### config.mk
export PLATFORM = sky130hd
export DESIGN_NAME = uart_receiver
export DESIGN_NICKNAME = d
export VERILOG_FILES = /design/src/rtl/uart_receiver.sv
export SDC_FILE = /design/constraint.sdc
export NUM_CORES = 1
export LEC_CHECK = 0
export BUFFER_PORTS_ARGS = -buffer_cell sky130_fd_sc_hd__buf_4
export CAP_MARGIN = 25
export CORE_UTILIZATION = 45
export CTS_CLUSTER_SIZE = 14
export DETAILED_ROUTE_END_ITERATION = 7
export HOLD_SLACK_MARGIN = 0.12
export PLACE_DENSITY_LB_ADDON = 0.15
export REMOVE_ABC_BUFFERS = 1
export SETUP_SLACK_MARGIN = 0.02
export SLEW_MARGIN = 20
export SYNTH_ARGS = -nofsm -noshare
export SYNTH_HDL_FRONTEND = slang
export SYNTH_SLANG_ARGS = --single-unit
### constraint.sdc
create_clock -name Clock -period 3.36 [get_ports Clock]
set_input_delay 0.504 -clock Clock [delete_from_list [all_inputs] [get_ports Clock]]
set_output_delay 0.504 -clock Clock [all_outputs]
set_load 0.05 [all_outputs]
### src/rtl/uart_receiver.sv
`default_nettype none
// +--------------------------------------------------------------------------+
// | uart_receiver - oversampled UART RX: start-glitch reject, mid-bit sample, |
// | stop check, one-entry valid/ready holding register.       Rev 1.0         |
// +--------------------------------------------------------------------------+
module uart_receiver #(
  parameter int DATA_BITS  = 8,
  parameter int OVERSAMPLE = 16
) (
  input  logic                 Clock,
  input  logic                 ResetN,
  input  logic                 SamplingTick,
  input  logic                 RxSerial,
  output logic [DATA_BITS-1:0] RxData,
  output logic                 RxValid,
  input  logic                 RxReady,
  output logic                 FramingError,
  output logic                 Overrun,
  output logic                 Busy
);

  localparam int TW = (OVERSAMPLE > 1) ? $clog2(OVERSAMPLE) : 1;
  localparam int BW = (DATA_BITS > 1) ? $clog2(DATA_BITS) : 1;

  localparam logic [1:0] c_ST_IDLE  = 2'd0;
  localparam logic [1:0] c_ST_START = 2'd1;
  localparam logic [1:0] c_ST_DATA  = 2'd2;
  localparam logic [1:0] c_ST_STOP  = 2'd3;

  // Counter resets to 0 on a transition and counts from the next tick, so the
  // start re-check lands on tick OVERSAMPLE/2-1 after the start-detect tick.
  localparam logic [TW-1:0] c_HALF = TW'(OVERSAMPLE / 2 - 2);
  localparam logic [TW-1:0] c_FULL = TW'(OVERSAMPLE - 1);
  localparam logic [BW-1:0] c_LAST = BW'(DATA_BITS - 1);

  logic                 r_sync1;
  logic                 r_sync2;
  logic [1:0]           r_state;
  logic [1:0]           w_next;
  logic [TW-1:0]        r_tick;
  logic [BW-1:0]        r_bit;
  logic [DATA_BITS-1:0] r_shift;
  logic [DATA_BITS-1:0] r_data;
  logic                 r_valid;
  logic                 r_ferr;
  logic                 r_ovr;
  logic                 w_shift_en;
  logic                 w_stop_sample;
  logic                 w_frame_ok;
  logic                 w_frame_bad;

  always_ff @(posedge Clock or negedge ResetN) begin
    if (!ResetN) begin
      r_sync1 <= 1'b1;
      r_sync2 <= 1'b1;
    end else begin
      r_sync1 <= RxSerial;
      r_sync2 <= r_sync1;
    end
  end

  always_ff @(posedge Clock or negedge ResetN) begin
    if (!ResetN) r_state <= c_ST_IDLE;
    else         r_state <= w_next;
  end

  always_comb begin
    w_next = r_state;
    case (r_state)
      c_ST_IDLE:  if (SamplingTick && !r_sync2) w_next = c_ST_START;
      c_ST_START: if (SamplingTick && r_tick == c_HALF)
                    w_next = r_sync2 ? c_ST_IDLE : c_ST_DATA;
      c_ST_DATA:  if (SamplingTick && r_tick == c_FULL && r_bit == c_LAST)
                    w_next = c_ST_STOP;
      c_ST_STOP:  if (SamplingTick && r_tick == c_FULL) w_next = c_ST_IDLE;
      default:    w_next = c_ST_IDLE;
    endcase
  end

  always_comb begin
    w_shift_en    = 1'b0;
    w_stop_sample = 1'b0;
    case (r_state)
      c_ST_DATA: w_shift_en    = SamplingTick && (r_tick == c_FULL);
      c_ST_STOP: w_stop_sample = SamplingTick && (r_tick == c_FULL);
      default:   ;
    endcase
  end

  assign w_frame_ok  = w_stop_sample &  r_sync2;
  assign w_frame_bad = w_stop_sample & ~r_sync2;
  assign Busy        = (r_state != c_ST_IDLE);

  always_ff @(posedge Clock or negedge ResetN) begin
    if (!ResetN) begin
      r_tick  <= '0;
      r_bit   <= '0;
      r_shift <= '0;
    end else begin
      if (w_next != r_state)  r_tick <= '0;
      else if (SamplingTick)  r_tick <= r_tick + 1'b1;

      if (r_state == c_ST_IDLE) begin
        r_bit <= '0;
      end else if (w_shift_en) begin
        r_bit   <= r_bit + 1'b1;
        r_shift <= {r_sync2, r_shift[DATA_BITS-1:1]};
      end
    end
  end

  // A completed byte may replace a held one only when it is consumed that cycle.
  always_ff @(posedge Clock or negedge ResetN) begin
    if (!ResetN) begin
      r_data  <= '0;
      r_valid <= 1'b0;
      r_ferr  <= 1'b0;
      r_ovr   <= 1'b0;
    end else begin
      r_ferr <= w_frame_bad;
      r_ovr  <= 1'b0;
      if (w_frame_ok) begin
        if (!r_valid || RxReady) begin
          r_data  <= r_shift;
          r_valid <= 1'b1;
        end else begin
          r_ovr <= 1'b1;
        end
      end else if (r_valid && RxReady) begin
        r_valid <= 1'b0;
      end
    end
  end

  assign RxData       = r_data;
  assign RxValid      = r_valid;
  assign FramingError = r_ferr;
  assign Overrun      = r_ovr;

endmodule
`default_nettype wire

Word-level counts from Yosys, hierarchy flattened --
Index checks and enable logic that the tools add are counted.
Storage, ports and cells: bits of input ports 5, flip-flop bits (word level) 30, word-level logic and storage cells 57, output and inout bits 12
Cells by class: multiplexer cells 17, equality and inequality tests 8, bitwise logic cells 4, add/subtract/negate cells 2, reductions and logical operators 16
Operators by type and width (count):
- two-way mux 2 bit | 5
- two-way mux 4 bit | 2
- case mux 2 bit (4 select lines) | 1
- nonzero test 2 bit | 4
- two-way mux 1 bit | 7
- two-way mux 3 bit | 2
- AND reduction 2 bit | 3
- logical AND 1 bit | 5
- adder 4 x 1 -> 4 bit, second input constant | 1
- equality test 2 bit, second input constant | 2
- equality test 4 x 3 -> 1 bit, second input constant | 1
- equality test 4 bit, second input constant | 1
- adder 3 x 1 -> 3 bit, second input constant | 1
- equality test 3 bit, second input constant | 1
- AND 1 bit | 2
- equality test 2 x 1 -> 1 bit, second input constant | 1
- zero test 1 bit | 2
- zero test 2 bit | 1
- != test 2 x 1 -> 1 bit, second input constant | 1
- != test 2 bit | 1
- inverter 1 bit | 2
- logical OR 1 bit | 1

Depth between registers and ports, before layout --
Gate-level depths: netlist of the first run.
depth after elaboration 7, mapped depth 5, depth with buffers taken out 5

Worst setup path after synthesis of the first run --
Ideal clock, no wire load.
path type input port to flip-flop, from input port SamplingTick, to register r_data[0], in the netlist RxData[0], buffers on the path 1, setup time 0.125 ns, required time 3.235 ns, arrival time 1.519 ns, stages 4, slack 1.717 ns, cells stage by stage buf_4 nand4_4 nor3b_4 mux2_2
On the way: longest elaborated chain between the ends 4
Ends and longest elaborated chain:
- start: declaration | RTL line 12 | input logic SamplingTick,
- logical AND 1 bit | RTL line 85 | c_ST_STOP: w_stop_sample = SamplingTick && (r_tick == c_FULL);
- two-way mux 1 bit | RTL line 83 | case (r_state)
- AND 1 bit | RTL line 90 | assign w_frame_ok = w_stop_sample & r_sync2;
- AND reduction 2 bit (no source line)
- end signal: assignment | RTL line 124 | r_data <= r_shift;
- end: declaration | RTL line 43 | logic [DATA_BITS-1:0] r_data;
No other way between the ends. A chain may end at the register's enable or synchronous reset.

Worst setup path after layout of the first run --
from register r_tick[0], to register r_bit[2]
On the way: longest elaborated chain between the ends 4
Ends and longest elaborated chain:
- start: declaration | RTL line 40 | logic [TW-1:0] r_tick;
- start signal: assignment | RTL line 101 | else if (SamplingTick) r_tick <= r_tick + 1'b1;
- equality test 4 bit | RTL line 84 | c_ST_DATA: w_shift_en = SamplingTick && (r_tick == c_FULL);
- logical AND 1 bit | RTL line 84
- two-way mux 1 bit | RTL line 83
- nonzero test 2 bit (no source line)
- end signal: assignment | RTL line 106 | r_bit <= r_bit + 1'b1;
- end: declaration | RTL line 41 | logic [BW-1:0] r_bit;
No other way between the ends.

==> results of run 1 <==
cells by family (layout without fill, tap and decap cells):
group,after synthesis,count (layout),share of synthesized area
AND/OR/NAND/NOR,23,23,0.1271
XOR/XNOR,3,3,0.01993
AO/OA/AOI/OAI,10,10,0.04460
multiplexers,20,20,0.1689
adder cells (fa/ha/maj),4,4,0.03795
buffers and inverters,8,29,0.03035
flip-flops,30,30,0.5712
synth_stat cells (all sizes together), types with 3 or more instances:
cell	number
buf	4
ha	4
nor2b	3
nor3b	4
inv	4
mux2	18
nand2	3
dfrtp	28
nor2	3
a21oi	4
power by group through the flow:
stage	sequential (mW)	clock [mW]	combinational, mW
3_3_place_gp	0.447	0	0.157
2_1_floorplan	0.437	0	0.123
6_report	0.443	0.377	0.161
3_5_place_dp	0.449	0	0.162
4_1_cts	0.443	0.385	0.163
5_1_grt	0.449	0.404	0.183
state kept, by name (all words and copies together), names as in the netlist, 2 cells and up:
register and cells:
RxData 8, r_shift 8, r_tick 4, r_bit 3
r_state 2
routing by layer:
layer	vias to the layer above	part of all wire
li1	384	-
met5	-	0
met3	2	0.043
met1	357	0.52
met4	0	0.0084
met2	15	0.43
worst max-delay path: cells and delay by family, from the launching register on:
| kind | cells | cell delay, ns |
|---|---|---|
| simple gates | 2 | 0.90 |
| flops | 1 | 0.41 |
| mux | 1 | 0.41 |
| fa+ha+maj | 1 | 0.24 |
path summary, 6_finish.rpt:
path,start,depth (start not counted),end
worst max-delay path,r_tick[0],4,r_bit[2]
worst min-delay path,RxSerial,1,r_sync1
worst max register to register,r_tick[0],4,r_bit[2]
worst min register to register,r_sync1,0,r_sync2
max in group asynchronous,ResetN,2,r_sync2
min in group asynchronous,ResetN,2,FramingError
timing repair:
item,in CTS,in global routing
endpoints found under the setup margin,0,0
endpoints found under the hold margin,28,0
hold buffers,1,0
final cells by class:
class	instances	area [sq um]	share of cell area
Sequential cell	30	753.2	0.4785
Multi-Input combinational cell	60	525.5	0.3339
Timing Repair Buffer	17	130.1	0.08267
Clock inverter	2	60.06	0.03816
Clock buffer	6	51.30	0.03259
Tap cell	31	38.79	0.02464
Inverter	4	15.01	0.009539
==> run metrics, run 1 <==
status=finished clean; M3 GR Usage=0.04884; Worst R2R Setup Slack=1.30 ns; clk_lat worst skew=0.32 ns; Core Rows=19; largest cells by area after synthesis=dfrtp_1 (53%), mux2_2 (15%), dfstp_2 (4.0%); crit path time final=2.064 ns; Filler Cells Inserted=226; Hold WS=0.2902 ns; total negative slack=0 ns; HPWL Detailed=1319 um; post_cts resized=0; busiest grt layer=met2; share of power burned in registers=0.451; DRT iter0 DRCs=11; Die Span X=56.14 um; final worst slack=1.296 ns; top cell type's share of synthesized area=0.5313; DR vias/cell=5.053; leakage=0.7964 nW; share of flip-flops with an asynchronous set or reset=1.000; Slew headroom=0.4299; Peak VDD IR=0.0004474 V; crit path cell chain=ha_1, nand4_4, nor3b_2, mux2_2; delay of the slowest critical-path stage=0.73 ns; part of the power in the clock network=0.385; dpl ws=1.267 ns; # Post-CTS Setup Buffers=0; Finished Core Util=0.5708; worst min-delay path category=in -> reg; final net count=127; GP Congestion=0.7944; met2 usage=0.2041; Pre-antenna DRT Iters=3; Pwr Density=623.1 nW/um^2; commonest non-fill, non-tap cell in the layout=dfrtp_1; clock-pin slew on the worst setup and hold paths=0.09 ns; cell accounting for the most synthesized area=dfrtp_1; count of buffers from port buffering=16; initial antenna violation count=0; RSZ-0062 raised after global routing=no; Worst setup EP type=flip-flop; sequential fraction of the synthesis area=0.5712; placed cell area=1453 sq um; TritonCTS sink count=30; Post-synth EDFFs=0; wire per inst=12.71 um; final count of hold timing violations=0; placed cell count=141; grt total ovfl=0; Startpoint Class=flip-flop; Ys Warns=0; DR vias=758; Slew @ Worst Pin=0.8514 ns; final setup vio count=0; overall global routing resource usage=0.1431; vias in the first global route=769; share of cells above drive strength 1=0.4118; mean post-synth cell area=13.46 sq um; Crit Path Max Fanout=11; met1 Usage GRT=0.1982; FF+latch count, synth=30; Comb pwr share=0.164; commonest register cell after synthesis=dfrtp_1; fin. max-slew vios=0; Psw=0.2699 mW; total CTS buffers=5; most frequent cells in the layout=dfrtp_1 (28), mux2_2 (18), buf_4 (16), clkbuf_4 (5); H-Tree Depth=2; n_diodes=0; cell internal pwr=0.7108 mW; Root Driver=clkbuf_4; clock skew=0.01235 ns; CTS max path bufs=2; CP Class=reg -> reg; Unique masters post-synth=30; die area=3151 sq um; fmax=0.4845 GHz; Die H=56.14 um; max-cap violation count=0; Syn Inst Count=98; Arrival @ worst endpoint=2.27 ns; Final Cycle Share=0.6143; CTS tree=yes; Sw Ratio=0.2752; Routed WL=1907 um; Final ANT Viol Nets=0; pin count of the biggest net entering global routing=31; Starting Density=0.4782; IO Count=17; Post-route DRC=0; Tot Pwr=0.9808 mW; global-route wire length before repair=3415 um; mapped cell area=1319 sq um; Slowest-stage cell, CP=nor3b_2; Crit path required time=3.57 ns; Layout area overhead=19.35%; final instance area=1574 sq um; Core Region=2758 sq um; post-route insts no fill=150
No activity file was read; power rests on OpenSTA's default activity.
==> inputs of run 2 (changes only) <==
==> constraint.sdc (replaced) <==
create_clock -name Clock -period 1.89 [get_ports Clock]
set_input_delay 0.2835 -clock Clock [delete_from_list [all_inputs] [get_ports Clock]]
set_output_delay 0.2835 -clock Clock [all_outputs]
set_load 0.05 [all_outputs]
==> run 2 against run 1 <==
  * Clock skew is 0.0038 ns lower
  * Count of clock-buffer cells in the layout is 1 higher
  * Global-route usage is 1.2 points higher
  * Design area is 0.72% lower
  * Combinational power is 100% higher
  * Clock power is 3% higher
  * Critical path depth is 1 higher
  * Cell count is 3.3% higher
  * Non-clock buffer count is 5 higher
  * Utilization is 0.41 points lower
  * Hold slack worse by 0.016 ns
  * Largest power group unchanged
  * Highest routed layer unchanged
==> run metrics, run 2 (synthesis gave the netlist of run 1 again) <==
CTS max path bufs=2 (unchanged); Post-route DRC=0 (unchanged); Die H=56.14 um (unchanged); Worst R2R Setup Slack=0.21 ns (-1.09 ns); Critical R2R Capture=r_bit[2]; reg2reg start=r_tick[0]; HPWL Detailed=1347 um (+2.1%); final count of hold timing violations=0 (unchanged); IO Count=17 (unchanged); overall global routing resource usage=0.1552 (+0.01204); post_cts resized=0 (unchanged); global-route wire length before repair=3615 um (+5.9%); final net count=132 (+3.9%); DRT iter0 DRCs=16 (+5); Startpoint Class=flip-flop; commonest non-fill, non-tap cell in the layout=dfrtp_1; Reg2Reg Depth=5 (+1); Worst setup EP type=flip-flop; Psw=0.4670 mW (+73%); Arrival @ worst endpoint=1.89 ns (-0.38 ns); Pwr Density=944.2 nW/um^2 (+52%); Crit path required time=2.10 ns (-1.47 ns); share of power burned in registers=0.519 (+0.068); H-Tree Depth=2 (unchanged); initial antenna violation count=0 (unchanged); Worst Setup SP=r_tick[0]; Peak VDD IR=0.0005487 V (+23%); total negative slack=0 ns (unchanged); final setup vio count=0 (unchanged); CTS tree=yes; clk_lat worst skew=0.32 ns (about the same); Routed WL=2051 um (+7.6%); vias in the first global route=751 (-2.3%); wire per inst=13.23 um (+4.1%); part of the power in the clock network=0.262 (-0.123); fin. max-slew vios=0 (unchanged); Layout area overhead=18.50%; n_diodes=0 (unchanged); DR vias/cell=5.097 (+0.86%); Core Region=2758 sq um (unchanged); Core Rows=19 (unchanged); Die Span X=56.14 um (unchanged); grt total ovfl=0 (unchanged); Slew @ Worst Pin=0.4922 ns (-0.3592 ns); crit path time final=1.680 ns (-0.3839 ns); final worst slack=0.2100 ns (-1.086 ns); share of cells above drive strength 1=0.4194 (+0.007590); RSZ-0062 raised after global routing=no; dpl ws=0.1300 ns (-1.137 ns); DR vias=790 (+4.2%); CP Class=reg -> reg; Pre-antenna DRT Iters=2 (-1); count of buffers from port buffering=16 (unchanged); Comb pwr share=0.218 (+0.054); fmax=0.5952 GHz (+23%); Sw Ratio=0.3165 (+0.04121); Final Cycle Share=0.8889 (+0.2746); status=finished clean; most frequent cells in the layout=dfrtp_1 (28), buf_4 (20), mux2_2 (18), clkbuf_4 (5); max-cap violation count=0 (unchanged); pin count of the biggest net entering global routing=31 (unchanged); clock-pin slew on the worst setup and hold paths=0.09 ns (about the same); hold depth=3 (+2); Slew headroom=0.6684 (+0.2385); GP Congestion=0.8197 (+3.2%); clock skew=0.008532 ns (-0.003816 ns); worst min-delay path category=in -> reg; Root Driver=clkbuf_4; total CTS buffers=5 (unchanged); TritonCTS sink count=30 (unchanged); Crit Path Max Fanout=11 (unchanged); die area=3151 sq um (unchanged); Final ANT Viol Nets=0 (unchanged); Starting Density=0.4782 (unchanged); leakage=0.7990 nW (+0.32%); worst setup path endpoint=r_bit[2]; cell internal pwr=1.009 mW (+42%)
-- run 2: changes by cell type in the layout (fill, tap and decap cells not counted) --
cell / before / now
buf_4: 16 / 20
bufinv_16: 2 / 0
clkinv_2: 0 / 1
dlygate4sd3_1: 1 / 2
clkbuf_1: 0 / 1
-- run 2: worst min path at each step --
stage / slack (ns) / start / end
finish: 0.27 / RxReady / Overrun
global route: 0.27 / RxReady / Overrun
CTS: 0.26 / RxReady / Overrun
detailed placement: 0.23 / ResetN / r_tick[3]
global placement: 0.22 / ResetN / r_tick[2]
floorplan: -0.01 / ResetN / FramingError
-- run 2: cell type report --
| cell class | instances | area, sq um |
|---|---|---|
| clock inverter | 1 | 5.005 |
| multi-input combinational | 60 | 525.5 |
| tap | 31 | 38.79 |
| inverter | 4 | 15.01 |
| clock buffer | 7 | 55.05 |
| sequential | 30 | 753.2 |
| fill | 243 | 1195 |
| timing repair buffer | 22 | 170.2 |
-- run 2: stage by stage --
step	area (sq um)	utilization	power (mW)	cells	hold WS [ns]
final	1563	0.5667	1.476	155	0.2743
after global routing	1563	0.5667	1.580	155	0.2718
after CTS	1548	0.5613	1.506	153	0.2603
after detailed placement	1468	0.5322	1.100	143	0.2284
after global placement	1468	0.5322	1.088	143	0.2249
after floorplan	1294	-	0.9959	94	-0.01209
-- run 2: what timing repair did --
item                                    CTS  global route
endpoints found under the setup margin    0             8
buffers inserted                          0             2
hold buffers                              2             0
hold endpoints to repair                 29             0
-- run 2: worst max-delay path, stage by stage (launching register included) --
cell and delay (ns):
dfrtp_1 0.41, ha_1 0.23, nand4_4 0.17, nor3b_2 0.19, buf_4 0.22, mux2_2 0.35
-- run 2: per-layer routing --
layer / global-route usage / routed length, um
met1: 0.2149 / 1041
met4: 0.09408 / 42
met3: 0.04884 / 82
met2: 0.2109 / 885
met5: 0 / 0
-- run 2: power groups by stage --
stage | clock network (mW) | logic [mW] | registers (mW)
finish | 0.387 | 0.322 | 0.766
global route | 0.439 | 0.362 | 0.778
CTS | 0.415 | 0.324 | 0.767
detailed placement | 0 | 0.321 | 0.778
global placement | 0 | 0.312 | 0.776
floorplan | 0 | 0.218 | 0.778
==> inputs of run 3 (changes only) <==
==> constraint.sdc (replaced) <==
create_clock -name Clock -period 1.89 [get_ports Clock]
set_input_delay 0.378 -clock Clock [delete_from_list [all_inputs] [get_ports Clock]]
set_output_delay 0.378 -clock Clock [all_outputs]
set_load 0.05 [all_outputs]
==> run 3 against run 2 <==
  * Clock power increased by 1%
  * Sequential power about the same
  * Global-route usage unchanged
  * Utilization down 0.27 points
  * Critical path type unchanged
==> run metrics, run 3 (synthesis gave the netlist of run 1 again) <==
Slew headroom=0.6677 (-0.0007660); vias in the first global route=751 (unchanged); Crit Path Max Fanout=11 (unchanged); GP Congestion=0.8197 (unchanged); Post-route DRC=0 (unchanged); DR vias=793 (+0.38%); clock-pin slew on the worst setup and hold paths=0.08 ns (about the same); Core Rows=19 (unchanged); wire length on met2=905 um (+2.3%); final setup vio count=0 (unchanged); IO Count=17 (unchanged); met1 WL=1024 um (-1.6%); post-route insts no fill=154 (-0.65%); Pre-antenna DRT Iters=3 (+1); clock skew=0.009141 ns (+0.0006093 ns); status=finished clean; leakage=0.7945 nW (-0.56%); final count of hold timing violations=0 (unchanged); TritonCTS sink count=30 (unchanged); Worst setup EP type=flip-flop; max-cap violation count=0 (unchanged); Pwr Density=953.7 nW/um^2 (+1.0%); Root Driver=clkbuf_4; global-route wire length before repair=3615 um (unchanged); most frequent cells in the layout=dfrtp_1 (28), buf_4 (20), mux2_2 (18), clkbuf_4 (5); Layout area overhead=17.93%; Crit path required time=2.10 ns (about the same); Slew @ Worst Pin=0.4933 ns (+0.001137 ns); wire per inst=13.38 um (+1.1%); fin. max-slew vios=0 (unchanged); CP Class=reg -> reg; crit path time final=1.684 ns (+0.004025 ns); Filler Cells Inserted=245 (+0.82%); Core Region=2758 sq um (unchanged); final net count=131 (-0.76%); DRT iter0 DRCs=11 (-5); Final ANT Viol Nets=0 (unchanged); worst min-delay path category=in -> reg; commonest non-fill, non-tap cell in the layout=dfrtp_1; total CTS buffers=5 (unchanged); met3 WL=86 um (+4.9%); Die H=56.14 um (unchanged); fmax=0.5938 GHz (-0.24%); DR vias/cell=5.149 (+1.0%); pin count of the biggest net entering global routing=31 (unchanged); H-Tree Depth=2 (unchanged); HPWL Detailed=1347 um (unchanged); RSZ-0062 raised after global routing=no; share of cells above drive strength 1=0.4309 (+0.01154); Die Span X=56.14 um (unchanged); Top Metal Used=met4; die area=3151 sq um (unchanged); n_diodes=0 (unchanged); clk_lat worst skew=0.33 ns (about the same); Arrival @ worst endpoint=1.90 ns (about the same); count of buffers from port buffering=16 (unchanged); CTS tree=yes; CTS max path bufs=2 (unchanged); grt total ovfl=0 (unchanged); placed cell count=143 (unchanged); total negative slack=0 ns (unchanged); Peak VDD IR=0.0005412 V (-1.4%); Final Cycle Share=0.8910 (+0.002130); overall global routing resource usage=0.1552 (unchanged); Startpoint Class=flip-flop; initial antenna violation count=0 (unchanged); Routed WL=2061 um (+0.49%); Starting Density=0.4782 (unchanged)
-- run 3: cell count changes in the layout (fill, tap and decap cells not counted) --
| cell | delta |
|---|---|
| dlygate4sd3_1 | -1 |
| nor2_2 | +1 |
| nor2_1 | -1 |
-- run 3: worst paths after layout --
| check | start | end | slack [ns] | cells after the start |
|---|---|---|---|---|
| max reg2reg | r_tick[0] | r_bit[2] | 0.21 | 5 |
| min reg2reg | r_sync1 | r_sync2 | 0.36 | 0 |
| max | r_tick[0] | r_bit[2] | 0.21 | 5 |
| min | RxSerial | r_sync1 | 0.16 | 1 |
| min in group asynchronous | ResetN | r_tick[3] | 0.49 | 2 |
| max in group asynchronous | ResetN | r_sync1 | 1.07 | 2 |
-- run 3: power by group --
group / switching, mW / internal, mW
Sequential: 0.0716 / 0.696
Clock: 0.212 / 0.180
Combinational: 0.191 / 0.132
-- run 3: repair_timing --
item,CTS,global route
setup endpoints to repair,0,9
gates resized for setup,0,1
endpoints found under the hold margin,28,0
hold buffers,1,0
buffers inserted,0,2
-- run 3: layout make-up --
cell class              instances  area (sq um)  area share
multi-input cells              60         528.0      0.3395
inverters                       4         15.01    0.009654
clock buffers                   7         55.05     0.03540
well taps                      31         38.79     0.02494
clock inverters                 1         5.005    0.003218
flip-flops and latches         30         753.2      0.4843
repair buffers                 21         160.2      0.1030
-- run 3: per-layer routing --
metal / vias up / track usage
li1: 389 / -
met5: - / 0
met4: 0 / 0.09408
met3: 5 / 0.04884
met1: 383 / 0.2149
met2: 16 / 0.2109
-- run 3: worst max-delay path, stage by stage, from the launching register on --
cell     delay, ns
dfrtp_1       0.41
ha_1          0.23
nand4_4       0.17
nor3b_2       0.19
buf_4         0.23
mux2_2        0.35
-- run 3: through the flow --
stage	total power, mW	utilization	area (sq um)	worst slack, ns	hold WS (ns)
detailed placement	1.100	0.5322	1468	0.1300	0.3229
global route	1.582	0.5640	1555	0.09552	0.1406
global placement	1.088	0.5322	1468	0.1757	0.3194
floorplan	0.9959	-	1294	0.06321	0.08241
finish	1.483	0.5640	1555	0.2059	0.1568
CTS	1.505	0.5576	1538	0.1126	0.1407
